$ cat config.mk
export PLATFORM = sky130hd
export DESIGN_NAME = alu_wide
export DESIGN_NICKNAME = d
export VERILOG_FILES = /design/src/rtl/alu_wide_pkg.sv /design/src/rtl/alu_wide_daa_nib.sv /design/src/rtl/alu_wide.sv
export SDC_FILE = /design/constraint.sdc
export NUM_CORES = 1
export LEC_CHECK = 0
export CAP_MARGIN = 10
export CORE_ASPECT_RATIO = 0.9
export CORE_UTILIZATION = 45
export CTS_CLUSTER_SIZE = 14
export DETAILED_ROUTE_END_ITERATION = 6
export GPL_ROUTABILITY_DRIVEN = 0
export GPL_TIMING_DRIVEN = 1
export PLACE_DENSITY = 0.75
export RECOVER_POWER = 100
export SYNTH_ARGS = -nofsm -noshare
export SYNTH_HDL_FRONTEND = slang
export SYNTH_SLANG_ARGS = --single-unit
$ cat constraint.sdc
create_clock -name sysclk -period 2.55 [get_ports sysclk]
set_input_delay 0.3825 -clock sysclk [delete_from_list [all_inputs] [get_ports sysclk]]
set_output_delay 0.3825 -clock sysclk [all_outputs]
set_load 0.05 [all_outputs]
$ cat src/rtl/alu_wide_pkg.sv
// Shared definitions for the wide accumulator ALU: op encodings, nibble width,
// FSM state encoding and the keyboard-process (KBP) nibble map.
package alu_wide_pkg;

  localparam int NIB = 4;

  localparam logic [3:0] OP_NOP = 4'd0;
  localparam logic [3:0] OP_LD  = 4'd1;
  localparam logic [3:0] OP_XCH = 4'd2;
  localparam logic [3:0] OP_ADD = 4'd3;
  localparam logic [3:0] OP_SUB = 4'd4;
  localparam logic [3:0] OP_IAC = 4'd5;
  localparam logic [3:0] OP_DAC = 4'd6;
  localparam logic [3:0] OP_CLB = 4'd7;
  localparam logic [3:0] OP_CMA = 4'd8;
  localparam logic [3:0] OP_CMC = 4'd9;
  localparam logic [3:0] OP_RAL = 4'd10;
  localparam logic [3:0] OP_RAR = 4'd11;
  localparam logic [3:0] OP_TCC = 4'd12;
  localparam logic [3:0] OP_DAA = 4'd13;
  localparam logic [3:0] OP_KBP = 4'd14;
  localparam logic [3:0] OP_DCL = 4'd15;

  typedef enum logic {
    ST_IDLE    = 1'b0,
    ST_DAA_RUN = 1'b1
  } state_t;

  // One-hot key code to key number; anything not one-hot (except 0) is an error code F.
  function automatic logic [NIB-1:0] kbp_map(input logic [NIB-1:0] n);
    logic [NIB-1:0] r;
    case (n)
      4'h0:    r = 4'h0;
      4'h1:    r = 4'h1;
      4'h2:    r = 4'h2;
      4'h4:    r = 4'h3;
      4'h8:    r = 4'h4;
      default: r = 4'hF;
    endcase
    return r;
  endfunction

endpackage

$ cat src/rtl/alu_wide_daa_nib.sv
// One nibble of decimal adjust: add incoming carry, then add 6 when the
// digit overflowed decimal range or the adjust is forced.
module alu_wide_daa_nib
  import alu_wide_pkg::*;
(
  input  logic [NIB-1:0] nib,
  input  logic           cin,
  input  logic           force6,
  output logic [NIB-1:0] nib_out,
  output logic           cout
);

  logic [NIB:0] s;
  logic [NIB:0] adj;

  always_comb begin
    s       = {1'b0, nib} + {{NIB{1'b0}}, cin};
    adj     = ((s > 5'd9) || force6) ? s + 5'd6 : s;
    nib_out = adj[NIB-1:0];
    cout    = adj[NIB];
  end

endmodule

$ cat src/rtl/alu_wide.sv
// Parametrised 4004-class accumulator/carry datapath with a multi-cycle
// nibble-serial decimal adjust and DCL-style one-hot CMRAM bank select.
module alu_wide
  import alu_wide_pkg::*;
#(
  parameter int WIDTH  = 4,
  parameter int NBANKS = 4
) (
  input  logic              sysclk,
  input  logic              poc_n,
  input  logic              op_valid,
  output logic              op_ready,
  input  logic [3:0]        op_code,
  input  logic [WIDTH-1:0]  op_data,
  output logic              res_valid,
  output logic [WIDTH-1:0]  acc,
  output logic              cy,
  output logic              acc_zero,
  output logic [WIDTH-1:0]  data_out,
  input  logic              com_n,
  output logic [NBANKS-1:0] cmram,
  output logic              cmrom
);

  localparam int NNIB   = WIDTH / NIB;
  localparam int BANK_W = (NBANKS > 1) ? $clog2(NBANKS) : 1;
  localparam int K_W    = (NNIB > 1) ? $clog2(NNIB) : 1;

  state_t             state_q, state_nxt;
  logic [WIDTH-1:0]   acc_q, acc_nxt;
  logic               cy_q, cy_nxt;
  logic [WIDTH-1:0]   dout_q, dout_nxt;
  logic [BANK_W-1:0]  bank_q, bank_nxt;
  logic [K_W-1:0]     k_q, k_nxt;
  logic               cin_q, cin_nxt;
  logic               rv_q, rv_nxt;

  int                 nib_idx;
  logic [NIB-1:0]     daa_nib_in;
  logic [NIB-1:0]     daa_nib_out;
  logic               daa_cin;
  logic               daa_force6;
  logic               daa_cout;
  logic               daa_last;
  logic [WIDTH-1:0]   daa_acc;
  logic [WIDTH:0]     wide;

  // Nibble 0 is handled on the accepting edge (carry-in 0, forced by cy);
  // later nibbles take the carry latched from the previous one.
  always_comb begin
    nib_idx    = (state_q == ST_IDLE) ? 0 : int'(k_q);
    daa_nib_in = acc_q[nib_idx*NIB +: NIB];
    daa_cin    = (state_q == ST_IDLE) ? 1'b0 : cin_q;
    daa_force6 = (state_q == ST_IDLE) ? cy_q : 1'b0;
    daa_last   = (k_q == K_W'(NNIB - 1));
  end

  alu_wide_daa_nib u_daa_nib (
    .nib     (daa_nib_in),
    .cin     (daa_cin),
    .force6  (daa_force6),
    .nib_out (daa_nib_out),
    .cout    (daa_cout)
  );

  always_comb begin
    state_nxt = state_q;
    acc_nxt   = acc_q;
    cy_nxt    = cy_q;
    dout_nxt  = dout_q;
    bank_nxt  = bank_q;
    k_nxt     = k_q;
    cin_nxt   = cin_q;
    rv_nxt    = 1'b0;
    wide      = '0;
    daa_acc   = acc_q;
    daa_acc[nib_idx*NIB +: NIB] = daa_nib_out;

    if (state_q == ST_DAA_RUN) begin
      acc_nxt = daa_acc;
      if (daa_last) begin
        state_nxt = ST_IDLE;
        rv_nxt    = 1'b1;
        if (daa_cout) cy_nxt = 1'b1;
      end else begin
        k_nxt   = k_q + 1'b1;
        cin_nxt = daa_cout;
      end
    end else if (op_valid) begin
      rv_nxt = 1'b1;
      case (op_code)
        OP_NOP: ;
        OP_LD:  acc_nxt = op_data;
        OP_XCH: begin
          acc_nxt  = op_data;
          dout_nxt = acc_q;
        end
        OP_ADD: begin
          wide = {1'b0, acc_q} + {1'b0, op_data} + {{WIDTH{1'b0}}, cy_q};
          {cy_nxt, acc_nxt} = wide;
        end
        OP_SUB: begin
          wide = {1'b0, acc_q} + {1'b0, ~op_data} + {{WIDTH{1'b0}}, ~cy_q};
          {cy_nxt, acc_nxt} = wide;
        end
        OP_IAC: begin
          wide = {1'b0, acc_q} + {{WIDTH{1'b0}}, 1'b1};
          {cy_nxt, acc_nxt} = wide;
        end
        OP_DAC: begin
          acc_nxt = acc_q - {{(WIDTH-1){1'b0}}, 1'b1};
          cy_nxt  = (acc_q != '0);
        end
        OP_CLB: begin
          acc_nxt = '0;
          cy_nxt  = 1'b0;
        end
        OP_CMA: acc_nxt = ~acc_q;
        OP_CMC: cy_nxt = ~cy_q;
        OP_RAL: {cy_nxt, acc_nxt} = {acc_q, cy_q};
        OP_RAR: {acc_nxt, cy_nxt} = {cy_q, acc_q};
        OP_TCC: begin
          acc_nxt = {{(WIDTH-1){1'b0}}, cy_q};
          cy_nxt  = 1'b0;
        end
        OP_DAA: begin
          acc_nxt = daa_acc;
          if (NNIB == 1) begin
            if (daa_cout) cy_nxt = 1'b1;
          end else begin
            state_nxt = ST_DAA_RUN;
            rv_nxt    = 1'b0;
            k_nxt     = K_W'(1);
            cin_nxt   = daa_cout;
          end
        end
        OP_KBP: begin
          acc_nxt = '0;
          acc_nxt[NIB-1:0] = kbp_map(acc_q[NIB-1:0]);
        end
        OP_DCL: bank_nxt = acc_q[BANK_W-1:0];
        default: ;
      endcase
    end
  end

  always_ff @(posedge sysclk or negedge poc_n) begin
    if (!poc_n) begin
      state_q <= ST_IDLE;
      acc_q   <= '0;
      cy_q    <= 1'b0;
      dout_q  <= '0;
      bank_q  <= '0;
      k_q     <= '0;
      cin_q   <= 1'b0;
      rv_q    <= 1'b0;
    end else begin
      state_q <= state_nxt;
      acc_q   <= acc_nxt;
      cy_q    <= cy_nxt;
      dout_q  <= dout_nxt;
      bank_q  <= bank_nxt;
      k_q     <= k_nxt;
      cin_q   <= cin_nxt;
      rv_q    <= rv_nxt;
    end
  end

  // Bank codes beyond NBANKS-1 match no line, so all cmram stay low.
  always_comb begin
    cmram = '0;
    for (int i = 0; i < NBANKS; i++) begin
      cmram[i] = ~com_n && (int'(bank_q) == i);
    end
  end

  assign cmrom     = ~com_n & poc_n;
  assign op_ready  = (state_q == ST_IDLE);
  assign res_valid = rv_q;
  assign acc       = acc_q;
  assign cy        = cy_q;
  assign acc_zero  = (acc_q == '0);
  assign data_out  = dout_q;

endmodule

==> results of run 1 <==
power groups by stage:
stage | Clock (mW) | Sequential [mW] | Combinational (mW)
after CTS | 0.209 | 0.302 | 1.06
after floorplan | 0 | 0.439 | 0.610
after detailed placement | 0 | 0.305 | 1.06
final | 0.204 | 0.301 | 1.04
after global routing | 0.220 | 0.308 | 1.13
after global placement | 0 | 0.301 | 1.05
sequential cells by signal (all words and copies together), names as in the netlist:
register,count
data_out,4
bank_q,2
cy,1
acc,4
res_valid,1
metal layers:
metal | GRT usage | up-vias | share of wire
met5 | 0 | - | 0
met4 | 0.101 | 0 | 0.018
met3 | 0.0278 | 8 | 0.070
met2 | 0.406 | 84 | 0.46
met1 | 0.357 | 829 | 0.45
li1 | - | 880 | -
cell type report:
type | count | area [µm²]
Inverter | 16 | 60.1
Sequential cell | 12 | 303
Tap cell | 46 | 57.6
Multi-Input combinational cell | 177 | 1260
Fill cell | 381 | 1590
Clock buffer | 4 | 55.1
Timing Repair Buffer | 48 | 403
path summary, 6_finish.rpt:
kind                               endpoint  slack [ps]
max in group asynchronous            acc[1]        1430
worst max-delay path                 acc[1]         100
min in group asynchronous         bank_q[0]         680
worst min register to register  data_out[3]         470
worst min-delay path            data_out[3]         470
worst max register to register       acc[3]         260
Yosys cell counts, types with 2 or more instances:
library cell,instances,share of area
a211o_1,2,0.010
a211oi_1,3,0.013
a21o_1,2,0.0085
a21oi_1,13,0.037
a22o_1,2,0.010
a2bb2oi_1,2,0.010
a31oi_1,3,0.011
buf_2,6,0.017
buf_4,5,0.021
buf_6,5,0.032
dfrtp_1,12,0.17
fa_1,4,0.046
ha_1,15,0.11
inv_1,15,0.032
mux2i_1,4,0.023
nand2_1,25,0.053
nand3_1,7,0.020
nand3b_1,2,0.0085
nand4_1,3,0.011
nor2_1,12,0.026
nor2b_1,9,0.032
nor3_1,4,0.011
nor3b_1,4,0.017
nor4_1,3,0.011
o211ai_1,2,0.0085
o21ai_0,12,0.034
o221ai_1,2,0.010
o22ai_1,5,0.018
o31ai_1,2,0.0085
or3_1,2,0.0071
xnor2_1,6,0.030
worst reg2reg max path, delay by kind of cell (launching register included):
kind	cells	cell delay, ps
buffers and inverters	2	310
AND/OR/NAND/NOR	1	80
AO/OA/AOI/OAI	4	770
flip-flops	1	480
adder cells (fa/ha/maj)	2	500
cells by family after synthesis:
| family | count (synthesis) | share of synthesized area |
|---|---|---|
| muxes | 4 | 0.0228 |
| adders and majority gates | 20 | 0.158 |
| AOI/OAI and AO/OA | 68 | 0.282 |
| buffers and inverters | 33 | 0.107 |
| DFF | 12 | 0.171 |
| xor gates and xnor gates | 7 | 0.0349 |
| and+or+nand+nor | 77 | 0.222 |
| other | 1 | 0.00213 |
through the flow:
stage	setup TNS [ps]	hold WS [ps]
2_1_floorplan	0	86.9
3_3_place_gp	-111	460
3_5_place_dp	-113	469
4_1_cts	0	457
5_1_grt	0	506
6_report	0	468
==> metrics.yaml, run 1 <==
grt_max_degree: 15
dr.pass1.iters: 5
skew_ps: 0.181
wl_per_cell_um: 16.3
crit_chain: "clkdlybuf4s50_1 -> fa_1 -> inv_1 -> fa_1 -> a22o_1 -> a222oi_1 -> o221a_1 -> a21oi_1"
cts_tree: "built"
synth-edff-count: 0
fp.coreArea_um2: 3730
cts_root_buffer: "clkbuf_8"
yosys_register_bits: 12
cts_hold_buf: 0
start_util: 0.471
dp.cells: 299
intPower_uw: 783
drv_slew: 0
rr_startpoint: "acc[2]"
clk_pin_slew_ps: 50
clock_path_buffers: 2
syn_to_final_growth_pct: 21.8
fin_util: 0.574
grt.overflow.total: 0
slowest_delay_ps: 490
power.total_mw: 1.55
rsz0062_at_grt: "no"
syn_area_um2: 1760
final_antenna_net_count: 0
insertedDiodeCount: 0
clock_sinks: 12
worst-path-stages: 8
synth-main-ff-cell: "dfrtp_1"
holdPathStages: 2
hold_path.class: "register to register"
final_cell_mix: "nand2_1, buf_4, inv_1, ha_1, dlygate4sd3_1"
place_area_um2: 2130
port_buffers: 27
drive_gt1_frac: 0.125
grt_pass1_wl_mm: 7.73
fin_cells: 303
async_reset_ff_frac: 1.00
vias_per_cell: 5.94
critPathTopFamily: "adder cells"
finalCriticalPeriod_ps: 2450
hold_viol: 0
crit_type: "input pin to register"
die_h_um: 61.3
ys_seq_area_frac: 0.171
cp_data_arrival_time_ps: 2560
status: "complete, no violations"
dp_hpwl_mm: 3.87
clk_latency_ps: 240
worst-path-buf-inv: 2
combinationalPowerShare: 0.673
stdcell_area_um2: 2140
antenna_found_initial: 0
switchingPower_uw: 762
clockPowerShare: 0.132
synthCells: 222
dieWidth_um: 67.9
crit_required_ps: 2670
io_pins: 29
cp_max_fo: 3
synth_nets: 253
min_from: "data_out[3]"
worst_slack_ps: 104
max_freq_mhz: 409
tightestPinTransition_ps: 663
irDropWorstVdd_mv: 0.239
fp-row-count: 21
htreeDepth: 1
drv_cap: 0
slew_headroom: 0.557
numCtsBuffers: 3
pre_cts_slack_ps: -113
critical_path.startpoint_type: "input pin"
dieArea_um2: 4160
p_sw_frac: 0.493
remaining_drc_errors: 0
ys_types: 60
post_cts_buffers: 0
critPathSlowestCell: "clkdlybuf4s50_1"
power.density_nw_per_um2: 722
setup_viol: 0
via_count: 1801
worst_setup_path_end_kind: "register"
power.leakage_nw: 0.931
cts-resized-gates: 0
crit_path_frequent_cell: "fa_1"
grtUsageTotal: 0.256
final_common_cell: "nand2_1"
r2r_cells: 9
yosys_warnings: 0
setup.worst_path.start: "op_data[0]"
final_nets: 289
routed_wl_mm: 4.95
p_seq_frac: 0.195
fin_crit_sh: 0.959
avgSynthCellArea_um2: 7.92
first_global_vias: 1571
drtIter0Drc: 163
(Power assumes the default switching activity.)
==> run 2, diff against run 1 <==
--- a/config.mk
+++ b/config.mk
@@ -8,6 +8,7 @@
 export CAP_MARGIN = 10
 export CORE_ASPECT_RATIO = 0.9
 export CORE_UTILIZATION = 45
+export CTS_BUF_LIST = sky130_fd_sc_hd__clkbuf_16
 export CTS_CLUSTER_SIZE = 14
 export DETAILED_ROUTE_END_ITERATION = 6
 export GPL_ROUTABILITY_DRIVEN = 0
==> metrics.yaml, run 2 (same netlist as run 1, synthesis figures left out) <==
fillers: 376  # -1.3%
setup_viol: 0  # unchanged
dp.cells: 299  # unchanged
power.total_mw: 1.63  # +5.2%
final_common_cell: "nand2_1"
antenna_found_initial: 0  # unchanged
top_usage_layer: "met2"
fp.coreArea_um2: 3730  # unchanged
power.leakage_nw: 0.950  # +2.1%
hold_viol: 0  # unchanged
crit_type: "input pin to register"
grt_max_degree: 15  # unchanged
drtIter0Drc: 155  # -4.9%
stdcell_area_um2: 2170  # +1.5%
dp_hpwl_mm: 3.87  # unchanged
final_nets: 289  # unchanged
status: "complete, no violations"
skew_ps: 2.30  # +2.12 ps
pre_cts_slack_ps: -113  # unchanged
tightestPinTransition_ps: 636  # -27.5 ps
dr.pass1.iters: 7  # +2
fin_util: 0.582  # +0.00872
die_h_um: 61.3  # unchanged
final_antenna_net_count: 0  # unchanged
fin_cells: 303  # unchanged
worst_slack_ps: 230  # +126 ps
max_freq_mhz: 431  # +5.4%
grt.overflow.total: 0  # unchanged
insertedDiodeCount: 0  # unchanged
hold_path.class: "register to register"
drv_cap: 0  # unchanged
grtUsageMet2: 0.413  # +0.00707
slew_headroom: 0.575  # +0.0184
cts_hold_buf: 0  # unchanged
cp_data_arrival_time_ps: 2480  # -80 ps
vias_per_cell: 5.93  # -0.17%
io_pins: 29  # unchanged
clock_path_buffers: 2  # unchanged
dieWidth_um: 67.9  # unchanged
critical_path.startpoint_type: "input pin"
syn_to_final_growth_pct: 23.6
drv_slew: 0  # unchanged
clk_pin_slew_ps: 40  # about the same
whs_ps: 469  # +0.330 ps
grtUsageTotal: 0.259  # +0.00314
grt_pass1_wl_mm: 7.79  # +0.80%
clock_sinks: 12  # unchanged
fin_crit_sh: 0.910  # -0.0495
crit_required_ps: 2710  # +40 ps
via_count: 1798  # -0.17%
worst_setup_path_end_kind: "register"
cts_tree: "built"
cts_root_buffer: "clkbuf_16"
numCtsBuffers: 3  # unchanged
clk_latency_ps: 240  # about the same
final_cell_mix: "nand2_1, buf_4, inv_1, ha_1, dlygate4sd3_1"
port_buffers: 27  # unchanged
irDropWorstVdd_mv: 0.251  # +5.1%
fp-row-count: 21  # unchanged
power.density_nw_per_um2: 748  # +3.7%
drive_gt1_frac: 0.125  # unchanged
start_util: 0.471  # unchanged
routed_wl_mm: 4.94  # -0.18%
gr-usage-met3: 0.0315  # +0.00370
first_global_vias: 1577  # +0.38%
place_area_um2: 2130  # unchanged
finalSetupTns_ps: 0  # unchanged
finalCriticalPeriod_ps: 2320  # -126 ps
cp_max_fo: 9  # +6
htreeDepth: 1  # unchanged
post_cts_buffers: 0  # unchanged
met1_usage: 0.358  # +0.00113
rsz0062_at_grt: "no"
wl_per_cell_um: 16.3  # -0.18%
dieArea_um2: 4160  # unchanged
remaining_drc_errors: 0  # unchanged
run 2: layout make-up:
cell class	instances	area (µm²)	share of cell area
multi-input cells	177	1270	0.584
well taps	46	57.6	0.0265
clock buffers	3	75.1	0.0345
clock inverters	1	3.75	0.00173
repair buffers	48	405	0.187
flip-flops and latches	12	303	0.139
inverters	16	60.1	0.0276
run 2: what timing repair did:
| action | 4_1_cts | 5_1_grt |
|---|---|---|
| resized for setup | 0 | 1 |
| setup endpoints to repair | 0 | 1 |
| endpoints found under the hold margin | 0 | 0 |
run 2: path summary, 6_finish.rpt:
kind                             start           to  slack (ps)  depth (start not counted)
hold / removal             data_out[2]  data_out[2]         470                          2
max in group asynchronous        poc_n       acc[1]        1420                          2
min in group asynchronous        poc_n    bank_q[0]         700                          2
setup / recovery            op_code[1]       acc[0]         230                          7
hold reg to reg            data_out[2]  data_out[2]         470                          2
setup reg to reg                acc[0]       acc[1]         320                          8
run 2: critical path: stages:
cell and delay [ps]:
dlygate4sd3_1 650, clkbuf_1 350, and2b_1 310, nand3_1 180, o31ai_1 320, a2111oi_0 120
a21oi_1 160
run 2: where the power goes:
group          switching (mW)  internal, mW  total (mW)
clock                  0.0768         0.206       0.283
sequential             0.0588         0.241       0.300
combinational           0.636         0.407        1.04
run 2: routing by layer:
| metal | wire length, µm | share of wire |
|---|---|---|
| met1 | 2160 | 0.44 |
| met2 | 2240 | 0.45 |
| met3 | 447 | 0.091 |
| met4 | 95 | 0.019 |
| met5 | 0 | 0 |
